### config.mk
export PLATFORM = sky130hd
export DESIGN_NAME = pong_match_ctrl
export DESIGN_NICKNAME = d
export VERILOG_FILES = /design/src/rtl/pong_match_ctrl.sv
export SDC_FILE = /design/constraint.sdc
export NUM_CORES = 1
export LEC_CHECK = 0
export BUFFER_PORTS_ARGS = -buffer_cell sky130_fd_sc_hd__buf_4
export CORE_ASPECT_RATIO = 1.1
export CORE_MARGIN = 3
export CORE_UTILIZATION = 50
export CTS_CLUSTER_SIZE = 10
export DETAILED_ROUTE_END_ITERATION = 8
export GPL_TIMING_DRIVEN = 0
export PLACE_DENSITY_LB_ADDON = 0.15
export SETUP_SLACK_MARGIN = 0.1
export SLEW_MARGIN = 20
export SYNTH_ARGS = -nofsm -noshare
export SYNTH_HDL_FRONTEND = slang
export SYNTH_SLANG_ARGS = --single-unit
### constraint.sdc
create_clock -name clk -period 2.2 [get_ports clk]
set_input_delay 0.33 -clock clk [delete_from_list [all_inputs] [get_ports clk]]
set_output_delay 0.33 -clock clk [all_outputs]
set_load 0.02 [all_outputs]
### src/rtl/pong_match_ctrl.sv
// Match-level sequencer for pong: serve/rally/point/game-over control, scores,
// serving side, ball gating/re-centring and frame-timed beep requests.
module pong_match_ctrl #(
  parameter int unsigned WIN_SCORE    = 9,
  parameter int unsigned POINT_FRAMES = 60,
  parameter int unsigned BEEP_FRAMES  = 6
) (
  input  logic       clk,
  input  logic       rst_n,
  input  logic       frame_tick,
  input  logic       p1_srv,
  input  logic       p2_srv,
  input  logic       paddle_hit,
  input  logic       wall_bounce,
  input  logic       goal_l,
  input  logic       goal_r,
  output logic       ball_run,
  output logic       ball_recentre,
  output logic       serve_dir,
  output logic       server,
  output logic [3:0] score1,
  output logic [3:0] score2,
  output logic       game_over,
  output logic       winner,
  output logic       beep_low,
  output logic       beep_high
);

  // A zero-length point hold still waits for one frame.
  localparam int unsigned PointLoad = (POINT_FRAMES == 0) ? 1 : POINT_FRAMES;
  localparam int unsigned PcW       = $clog2(PointLoad + 1);
  localparam int unsigned BcW       = $clog2(BEEP_FRAMES + 2);

  localparam logic [3:0]     WinScore   = 4'(WIN_SCORE);
  localparam logic [PcW-1:0] PointLoadV = PcW'(PointLoad);
  localparam logic [BcW-1:0] BeepLoadV  = BcW'(BEEP_FRAMES);
  localparam logic           BeepOn     = (BEEP_FRAMES != 0);

  localparam logic [1:0] StServe    = 2'd0;
  localparam logic [1:0] StRally    = 2'd1;
  localparam logic [1:0] StPoint    = 2'd2;
  localparam logic [1:0] StGameOver = 2'd3;

  logic [1:0]     state_q, state_d;
  logic [5:0]     hist_q;
  logic [5:0]     in_now, rise;
  logic           ball_run_q, ball_run_d;
  logic           recentre_q, recentre_d;
  logic           serve_dir_q, serve_dir_d;
  logic           server_q, server_d;
  logic [3:0]     score1_q, score1_d;
  logic [3:0]     score2_q, score2_d;
  logic           game_over_q, game_over_d;
  logic           winner_q, winner_d;
  logic           beep_low_q, beep_low_d;
  logic           beep_high_q, beep_high_d;
  logic [PcW-1:0] point_cnt_q, point_cnt_d;
  logic [BcW-1:0] beep_cnt_q, beep_cnt_d;
  logic           goal_evt, low_evt;

  // Bit order: {goal_r, goal_l, wall_bounce, paddle_hit, p2_srv, p1_srv}
  assign in_now = {goal_r, goal_l, wall_bounce, paddle_hit, p2_srv, p1_srv};
  assign rise   = in_now & ~hist_q;

  // Next-state: match FSM, scoring and the shared beep timer
  always_comb begin
    state_d     = state_q;
    ball_run_d  = ball_run_q;
    recentre_d  = 1'b0;
    serve_dir_d = serve_dir_q;
    server_d    = server_q;
    score1_d    = score1_q;
    score2_d    = score2_q;
    game_over_d = game_over_q;
    winner_d    = winner_q;
    point_cnt_d = point_cnt_q;
    beep_low_d  = beep_low_q;
    beep_high_d = beep_high_q;
    beep_cnt_d  = beep_cnt_q;
    goal_evt    = 1'b0;
    low_evt     = 1'b0;

    unique case (state_q)
      StServe: begin
        // Only the current server's button launches the ball.
        if ((!server_q && rise[0]) || (server_q && rise[1])) begin
          state_d     = StRally;
          ball_run_d  = 1'b1;
          serve_dir_d = ~server_q;
        end
      end
      StRally: begin
        // goal_l wins a tie with goal_r.
        if (rise[4]) begin
          goal_evt = 1'b1;
          server_d = 1'b0;
          if (score2_q < WinScore) score2_d = score2_q + 4'd1;
        end else if (rise[5]) begin
          goal_evt = 1'b1;
          server_d = 1'b1;
          if (score1_q < WinScore) score1_d = score1_q + 4'd1;
        end
        if (goal_evt) begin
          ball_run_d  = 1'b0;
          recentre_d  = 1'b1;
          point_cnt_d = PointLoadV;
          if ((score1_d == WinScore) || (score2_d == WinScore)) begin
            state_d     = StGameOver;
            game_over_d = 1'b1;
            winner_d    = (score1_d != WinScore);
          end else begin
            state_d = StPoint;
          end
        end else if (rise[2] || rise[3]) begin
          low_evt = 1'b1;
        end
      end
      StPoint: begin
        if (frame_tick) begin
          if (point_cnt_q <= PcW'(1)) begin
            state_d     = StServe;
            point_cnt_d = '0;
          end else begin
            point_cnt_d = point_cnt_q - PcW'(1);
          end
        end
      end
      StGameOver: begin
        // Server is left as the loser of the final point.
        if (rise[0] || rise[1]) begin
          state_d     = StServe;
          score1_d    = 4'd0;
          score2_d    = 4'd0;
          game_over_d = 1'b0;
        end
      end
      default: state_d = StServe;
    endcase

    // A fresh event reloads the timer and swallows a same-cycle tick.
    if (goal_evt) begin
      beep_cnt_d  = BeepLoadV;
      beep_high_d = BeepOn;
      beep_low_d  = 1'b0;
    end else if (low_evt && !beep_high_q) begin
      beep_cnt_d  = BeepLoadV;
      beep_low_d  = BeepOn;
      beep_high_d = 1'b0;
    end else if (frame_tick && (beep_cnt_q != '0)) begin
      beep_cnt_d = beep_cnt_q - BcW'(1);
      if (beep_cnt_q == BcW'(1)) begin
        beep_low_d  = 1'b0;
        beep_high_d = 1'b0;
      end
    end
  end

  // State and output registers, asynchronously cleared
  always_ff @(posedge clk or negedge rst_n) begin
    if (!rst_n) begin
      state_q     <= StServe;
      hist_q      <= '0;
      ball_run_q  <= 1'b0;
      recentre_q  <= 1'b0;
      serve_dir_q <= 1'b0;
      server_q    <= 1'b1;
      score1_q    <= 4'd0;
      score2_q    <= 4'd0;
      game_over_q <= 1'b0;
      winner_q    <= 1'b0;
      beep_low_q  <= 1'b0;
      beep_high_q <= 1'b0;
      point_cnt_q <= '0;
      beep_cnt_q  <= '0;
    end else begin
      state_q     <= state_d;
      hist_q      <= in_now;
      ball_run_q  <= ball_run_d;
      recentre_q  <= recentre_d;
      serve_dir_q <= serve_dir_d;
      server_q    <= server_d;
      score1_q    <= score1_d;
      score2_q    <= score2_d;
      game_over_q <= game_over_d;
      winner_q    <= winner_d;
      beep_low_q  <= beep_low_d;
      beep_high_q <= beep_high_d;
      point_cnt_q <= point_cnt_d;
      beep_cnt_q  <= beep_cnt_d;
    end
  end

  assign ball_run      = ball_run_q;
  assign ball_recentre = recentre_q;
  assign serve_dir     = serve_dir_q;
  assign server        = server_q;
  assign score1        = score1_q;
  assign score2        = score2_q;
  assign game_over     = game_over_q;
  assign winner        = winner_q;
  assign beep_low      = beep_low_q;
  assign beep_high     = beep_high_q;

endmodule

# Word-level counts from Yosys, hierarchy flattened
# Index checks and enable logic that the tools add are counted.
# Widths: inputs -> output; s select.
# word_totals
input_bits,9
reg_bits,33
word_cells,112
output_inout_bits,16
# op_classes
n_reduce_logical,27
eq_ne,13
bitwise,3
muxes,48
n_lt_le_gt_ge,3
n_addsub,4
# op_table
operator,count
$mux 4,8
$mux 1,23
$mux 6,3
$pmux 4 s2,2
$ne 2x2->1 const B,6
$pmux 6 s2,1
$mux 2,5
$mux 3,3
$reduce_and 3->1,3
$reduce_bool 3->1,3
$add 4x1->4 const B,2
$eq 4x4->1 const B,2
$lt 4x4->1 const B,2
$pmux 2 s4,1
$reduce_and 2->1,4
$reduce_bool 2->1,4
$and 6x6->6,1
$le 6x1->1 const B,1
$not 6->6,1
$sub 6x1->6 const B,1
$reduce_and 5->1,1
$eq 2x2->1 const B,2
$logic_and 1x1->1,4
$logic_or 1x1->1,4
other kinds (9),11

# Depth between registers and ports, before layout
# Gate-level depths: netlist of run 1.
# depth
word_depth,10
depth_mapped,7
ltp_nobuf,7

# Least setup slack after synthesis of run 1
# Ideal clock, no wire load.
# synth_timing
path_type,register to register
startpoint,"reg score2_q[0], in the netlist score2[0]"
endpoint,"reg game_over_q, in the netlist game_over"
slack_ns,0.367
period_less_slack_ns,1.833
path_buffers,0
arrival_ns,1.754
stages_incl_launch_ff,8
t_required_ns,2.121
setup_time_ns,0.079
path_cell_list,dfrtp_1 -> inv_1 -> ha_1 -> nand2b_1 -> a21oi_1 -> mux2_2 -> a2bb2oi_2 -> mux2i_1
# synth_between
elab_chain_len,8
elab_cells_between_ends,9
classes_between,add/sub: 1; order compare: 1; eq/ne: 2; mux: 3; reduce/logical: 2
# synth_rtl
item,line,text
from (decl),52,"logic [3:0] score2_q, score2_d;"
from (signal assigned),183,score2_q <= score2_d;
$add 4x1->4 or $lt 4x4->1 (tied branches),97,if (score2_q < WinScore) score2_d = score2_q + 4'd1;
$mux 4,97,
$mux 4 (*),94,if (rise[4]) begin
$mux 4 (*),83,unique case (state_q)
$eq 4x4->1 (*),107,if ((score1_d == WinScore) || (score2_d == WinScore)) begin
$logic_or 1x1->1 (*),107,
$ne 2x2->1 (no line) (*),--,
$reduce_and 4->1 (no line) (*),--,
to (signal assigned),184,game_over_q <= game_over_d;
to (decl),53,"logic game_over_q, game_over_d;"
# Every way passes the cells marked *; elsewhere a longest branch is shown, timed or not. The select of a mux whose other input is x is not followed.
# A chain may end at the register's enable or synchronous reset.

# Worst setup path after layout of run 1
# Ends and elaborated chain as after synthesis.

==> out/results.ini, run 1 <==
[status]
outcome = completed

[synthesis]
synthTopCellsByArea = dfrtp_1 46%, ha_1 6.4%, o21ai_0 4.6%
synthCells = 179
yosysSeqAreaShare_pct = 47.3
synthSimpleGateAreaFrac_pct = 22.3
synth_top_family_by_area = simple AND/OR/NAND/NOR gates
synth_compound_area_share_pct = 17.9
synth_cell_type_count = 43
synthFlopType = dfrtp_1
synth-seq-cells = 33
yosysMostFrequentCell = dfrtp_1
yosys_warnings = 0
synthAdderAreaFrac_pct = 6.44
synth_nets = 197
synth_edf_count = 0
synth_mux_area_share_pct = 2.36
synth_common_cells = 32 x dfrtp_1, 21 x nand2_1, 16 x o21ai_0, 12 x nand2b_1
synth-async-reset-ratio_pct = 100
yosys.area.top_type = dfrtp_1
synth_xor_area_share_pct = 0.501
synth_top_cell_area_share_pct = 45.8
syn_area_mm2 = 0.00175
syn_area_per_cell_um2 = 9.77

[cts]
cts_buffers = 5
cts_tree = built
clock-root-buffer = clkbuf_4
post_cts_buffers = 0
clkTransAtPathRegs_ps = 100
clk_latency_ps = 330
cts.path.max_buffers = 2
ctsHtreeMaxLevel = 2
clock-sinks = 33

[cells_and_area]
fillCellCount = 281
antenna_cells = 0
drive_gt1_share_pct = 20.4
layout.nets = 229
area_growth_pct = 17.5

[worst_setup_path]
cp-end-kind = register
r2r_slack_ps = 300
start_kind = register
crit_fanout = 7
arrival_ps = 2160
reg2regPathDepth = 7
critPathKind = reg2reg
cp-startpoint = score2[0]
critPathCapture = game_over
crit-reg2reg-launch = score2[0]
reg2reg_to = game_over
cp.required_ps = 2460

[run]
drv_cap = 0

[die]
core-area_mm2 = 0.00321
rows = 21
pin_count = 25
die_h_um = 68.0
fp.dieW_um = 62.4
die-area_mm2 = 0.00425
initial_utilization_pct = 54.6

[hold_path]
min_path_type = in2reg
hold_depth = 1

[detailed_routing]
vias = 1473
detail_route.wl_per_cell_um = 14.7
drc = 0
drt-vias-per-instance = 5.73
drtIter0Drc = 121
postRouteAntennaNets = 0
wl_um = 3770
firstDrtPassIters = 4

[global_routing]
grt_use_total_pct = 19.7
grt_pass1_vias = 1451
overflow = 0
grt_max_degree = 34
grt_pass1_wl_um = 6380
antenna_found_initial = 0

[power]
powerDensity_mw_per_mm2 = 1120
leakage_nw = 0.939
ir_drop_mv = 0.693

[place]
port_buffers = 24
dp_hpwl_um = 2760
gp_congestion = 0.922
pre_cts_slack_ps = 292

[sta]
final-hold-violation-count = 0
period_share_pct = 86.3
setup_violations = 0
rsz0062_at_grt = no
maxSlewViolCount = 0
finClkSkew_ps = 8.79
tns_ps = 0
maxSlewHeadroom_pct = 72.3
max_freq_ghz = 0.526
layout_setup_ws_ps = 301
min_period_ps = 1900
tightest_slew_ps = 415

-- layer usage --
layer | up-vias | routed length (um) | track usage [%] | share of wire, %
met3 | 9 | 172 | 5.25 | 4.6
met1 | 725 | 1490 | 20.5 | 40
met4 | 0 | 74 | 10.5 | 2.0
met5 | - | 0 | 0 | 0
li1 | 705 | - | - | -
met2 | 34 | 2030 | 37.2 | 54
-- sequential cells by signal, summed over array words and instances (netlist names), 2 cells and up --
signal	cells
hist_q	6
point_cnt_q	6
score1	4
score2	4
beep_cnt_q	3
state_q	2
-- cell usage in the layout, fill, tap and decap left out, drive strengths merged, types with 3 or more instances in the layout --
cell type	instances
o31ai	4
dfrtp	32
nand3	7
nand2	21
nand2b	12
clkbuf	7
buf	25
inv	13
mux2i	3
nor2b	3
a31oi	5
a21oi	6
nor3	5
nor2	13
o21ai	17
ha	9
-- report_power, final --
| group | leakage (nW) | switching, W | internal [W] | total, W |
|---|---|---|---|---|
| sequential | 0.400 | 0.000184 | 0.000784 | 0.000968 |
| clock | 0.0314 | 0.000194 | 0.000151 | 0.000345 |
| combinational | 0.507 | 0.000583 | 0.000408 | 0.000991 |
-- cell families after synthesis --
logic type                 after synthesis
and+or+nand+nor                         71
muxes                                    4
buffers and inverters                   14
adders and majority gates                9
xor gates and xnor gates                 1
AOI/OAI and AO/OA                       47
DFF                                     33
-- area by class of cell --
| class | count | area, um2 | area share (%) |
|---|---|---|---|
| buffer | 1 | 7.51 | 0.365 |
| clock buffer | 7 | 55.1 | 2.68 |
| inverter | 13 | 48.8 | 2.37 |
| multi-input combinational | 132 | 870 | 42.3 |
| sequential | 33 | 827 | 40.2 |
| tap | 46 | 57.6 | 2.80 |
| timing repair buffer | 25 | 190 | 9.25 |
-- what timing repair did --
action | 4_1_cts | 5_1_grt
endpoints found under the setup margin | 0 | 1
endpoints found under the hold margin | 32 | 0
gates resized for setup | 0 | 1
hold buffers | 1 | 0
-- stage by stage --
| step | instances | hold slack, ps | power (W) | util [%] | cell area [um2] |
|---|---|---|---|---|---|
| 2_1_floorplan | 179 | 34.4 | 0.00163 | - | 1750 |
| 3_3_place_gp | 249 | 292 | 0.00191 | 62.0 | 1990 |
| 3_5_place_dp | 249 | 299 | 0.00196 | 62.0 | 1990 |
| 4_1_cts | 257 | 102 | 0.00231 | 64.0 | 2050 |
| 5_1_grt | 257 | 87.2 | 0.00250 | 64.1 | 2060 |
| 6_report | 257 | 111 | 0.00230 | 64.1 | 2060 |
-- critical path: stages (launching register included) --
cell and delay [ps]:
dfrtp_1 460, inv_1 110, ha_1 180, nand2b_1 80, a21oi_2 220, mux2_2 390
a2bb2oi_2 180, mux2i_1 200
-- how the worst min path moves through the flow --
stage                start       endpoint  slack [ps]
6_report            goal_r      hist_q[5]         110
4_1_cts        wall_bounce      hist_q[3]         100
3_5_place_dp         rst_n      score1[3]         300
3_3_place_gp         rst_n      score1[0]         290
2_1_floorplan        rst_n  ball_recentre          30
5_1_grt        wall_bounce      hist_q[3]          90
Note: power is estimated with default switching activity, not from simulation.
==> run 2: changes to the inputs <==
- CELL_PAD_IN_SITES_DETAIL_PLACEMENT: not set -> 2
- CELL_PAD_IN_SITES_GLOBAL_PLACEMENT: not set -> 2
- CORE_UTILIZATION: 50 -> 35
- SKIP_CTS_REPAIR_TIMING: not set -> 1
==> run 2 against run 1 <==
Against the previous run:
- the flow now finishes with violations (hold timing)
- sequential share of layout area fell by 0.54 points
- register-to-register slack got worse by 30 ps
- fmax fell by 1.5%
- highest routed layer unchanged
==> out/results.ini, run 2 (same netlist as run 1, synthesis figures left out) <==
[place]
dp_cells = 259  ; +4.0%
dpl_cell_area_mm2 = 0.00200  ; +0.63%
port_buffers = 24  ; unchanged
dp_hpwl_um = 3560  ; +29%
gp_congestion = 0.806  ; -12%

[sta]
setup_violations = 0  ; unchanged
maxSlewHeadroom_pct = 71.2  ; -1.1 points
min_period_ps = 1930  ; +29.3 ps
tightest_slew_ps = 427  ; +12.1 ps
finClkSkew_ps = 8.28  ; -0.508 ps
period_share_pct = 87.7  ; +1.3 points
tns_ps = 0  ; unchanged
final-hold-violation-count = 32  ; +32
max_freq_ghz = 0.518  ; -1.5%
rsz0062_at_grt = no
fin_hold_ws_ps = -26.0  ; -137 ps
maxSlewViolCount = 0  ; unchanged

[global_routing]
met1_usage_pct = 22.4  ; +1.9 points
grt_max_degree = 34  ; unchanged
top_usage_layer = met2
grt.met2_usage_pct = 32.4  ; -4.9 points
grt_pass1_vias = 1611  ; +11%
grt_use_total_pct = 18.2  ; -1.5 points
overflow = 0  ; unchanged
antenna_found_initial = 0  ; unchanged
grt_use_met3_pct = 3.38  ; -1.9 points
grt_pass1_wl_um = 8250  ; +29%

[status]
outcome = complete, but fails checks
failed_checks = hold timing

[die]
die-area_mm2 = 0.00588  ; +39%
fp.dieW_um = 73.4  ; +18%
initial_utilization_pct = 36.8  ; -18 points
rows = 26  ; +24%
core-area_mm2 = 0.00475  ; +48%
pin_count = 25  ; unchanged
die_h_um = 80.1  ; +18%

[cells_and_area]
drive_gt1_share_pct = 21.3  ; +0.95 points
area_growth_pct = 19.3
layout.nets = 228  ; -0.44%
fin_cells = 267  ; +3.9%
fillCellCount = 513  ; +83%
final_common_cell = dfrtp_1
reg.largest.list = hist_q x6, point_cnt_q x6
antenna_cells = 0  ; unchanged
final_area_mm2 = 0.00209  ; +1.5%
final_cell_mix = 31 x dfrtp_1, 25 x buf_4, 21 x nand2_1

[detailed_routing]
drt-vias-per-instance = 5.47  ; -4.5%
firstDrtPassIters = 4  ; unchanged
wl_um = 4740  ; +26%
detail_route.wl_per_cell_um = 17.8  ; +21%
drc = 0  ; unchanged
postRouteAntennaNets = 0  ; unchanged
drtIter0Drc = 123  ; +1.7%
vias = 1461  ; -0.81%

[power]
leakage_nw = 0.947  ; +0.85%
power_w = 0.00247  ; +7.1%
ir_drop_mv = 0.532  ; -23%
powerDensity_mw_per_mm2 = 1180  ; +5.5%

[cts]
clkTransAtPathRegs_ps = 80  ; -20 ps
clock-root-buffer = clkbuf_8
clk_latency_ps = 290  ; -40 ps
ctsHtreeMaxLevel = 2  ; unchanged
cts.path.max_buffers = 2  ; unchanged
clock-sinks = 33  ; unchanged
cts_buffers = 5  ; unchanged
cts_tree = built

[worst_setup_path]
cp.required_ps = 2410  ; -50 ps
arrival_ps = 2140  ; -20 ps
crit-reg2reg-launch = score2[0]
cp-end-kind = register
reg2regPathDepth = 7  ; unchanged
reg2reg_to = game_over
start_kind = register
r2r_slack_ps = 270  ; -30 ps
crit_fanout = 7  ; unchanged
critPathKind = reg2reg

[run]
drv_cap = 0  ; unchanged

[hold_path]
min_path_type = in2async

-- run 2: cell count changes in the layout (fill, tap and decap cells not counted), sizes merged --
cell / change
dlygate4sd3: -1
clkbuf: -1
clkinv: +2
-- run 2: metal layers --
| layer | routed length [um] | vias up |
|---|---|---|
| met1 | 2120 | 737 |
| li1 | - | 699 |
| met4 | 52 | 0 |
| met5 | 0 | - |
| met3 | 134 | 5 |
| met2 | 2440 | 20 |
-- run 2: how the worst max path moves through the flow --
stage | start | end | slack [ps] | depth (start not counted)
finish | score2[0] | game_over | 270 | 7
global route | score2[0] | game_over | 120 | 7
CTS | score2[0] | game_over | 160 | 7
detailed placement | score2[0] | game_over | 190 | 7
global placement | score2[0] | game_over | 310 | 7
floorplan | score2[0] | game_over | 370 | 7
-- run 2: layout make-up --
type	count	area [um2]	area share (%)
clock buffer	6	72.6	3.48
sequential	33	828	39.7
buffer	1	7.51	0.360
clock inverter	2	10.0	0.480
timing repair buffer	24	180	8.63
tap	56	70.1	3.36
inverter	13	48.8	2.34
multi-input combinational	132	870	41.7
-- run 2: critical path, stage by stage, from the launching register on --
cell	delay [ps]
dfrtp_2	450
inv_1	100
ha_1	180
nand2b_1	80
a21oi_2	210
mux2_2	390
a2bb2oi_2	200
mux2i_1	240
-- run 2: power breakdown --
| group | leakage [nW] | internal, W | total (W) | switching, W |
|---|---|---|---|---|
| registers | 0.399 | 0.000786 | 0.000980 | 0.000194 |
| clock network | 0.0450 | 0.000219 | 0.000454 | 0.000234 |
| logic | 0.503 | 0.000411 | 0.00103 | 0.000623 |
| total | 0.947 | 0.00142 | 0.00247 | 0.00105 |
-- run 2: metrics by stage --
step / hold slack, ps / utilization, % / worst slack (ps)
after floorplan: 34.4 / - / 367
after global placement: 301 / 42.1 / 308
after detailed placement: 309 / 42.1 / 192
after CTS: -3.79 / 43.8 / 159
after global routing: 11.7 / 43.9 / 123
final: -26.0 / 43.9 / 271
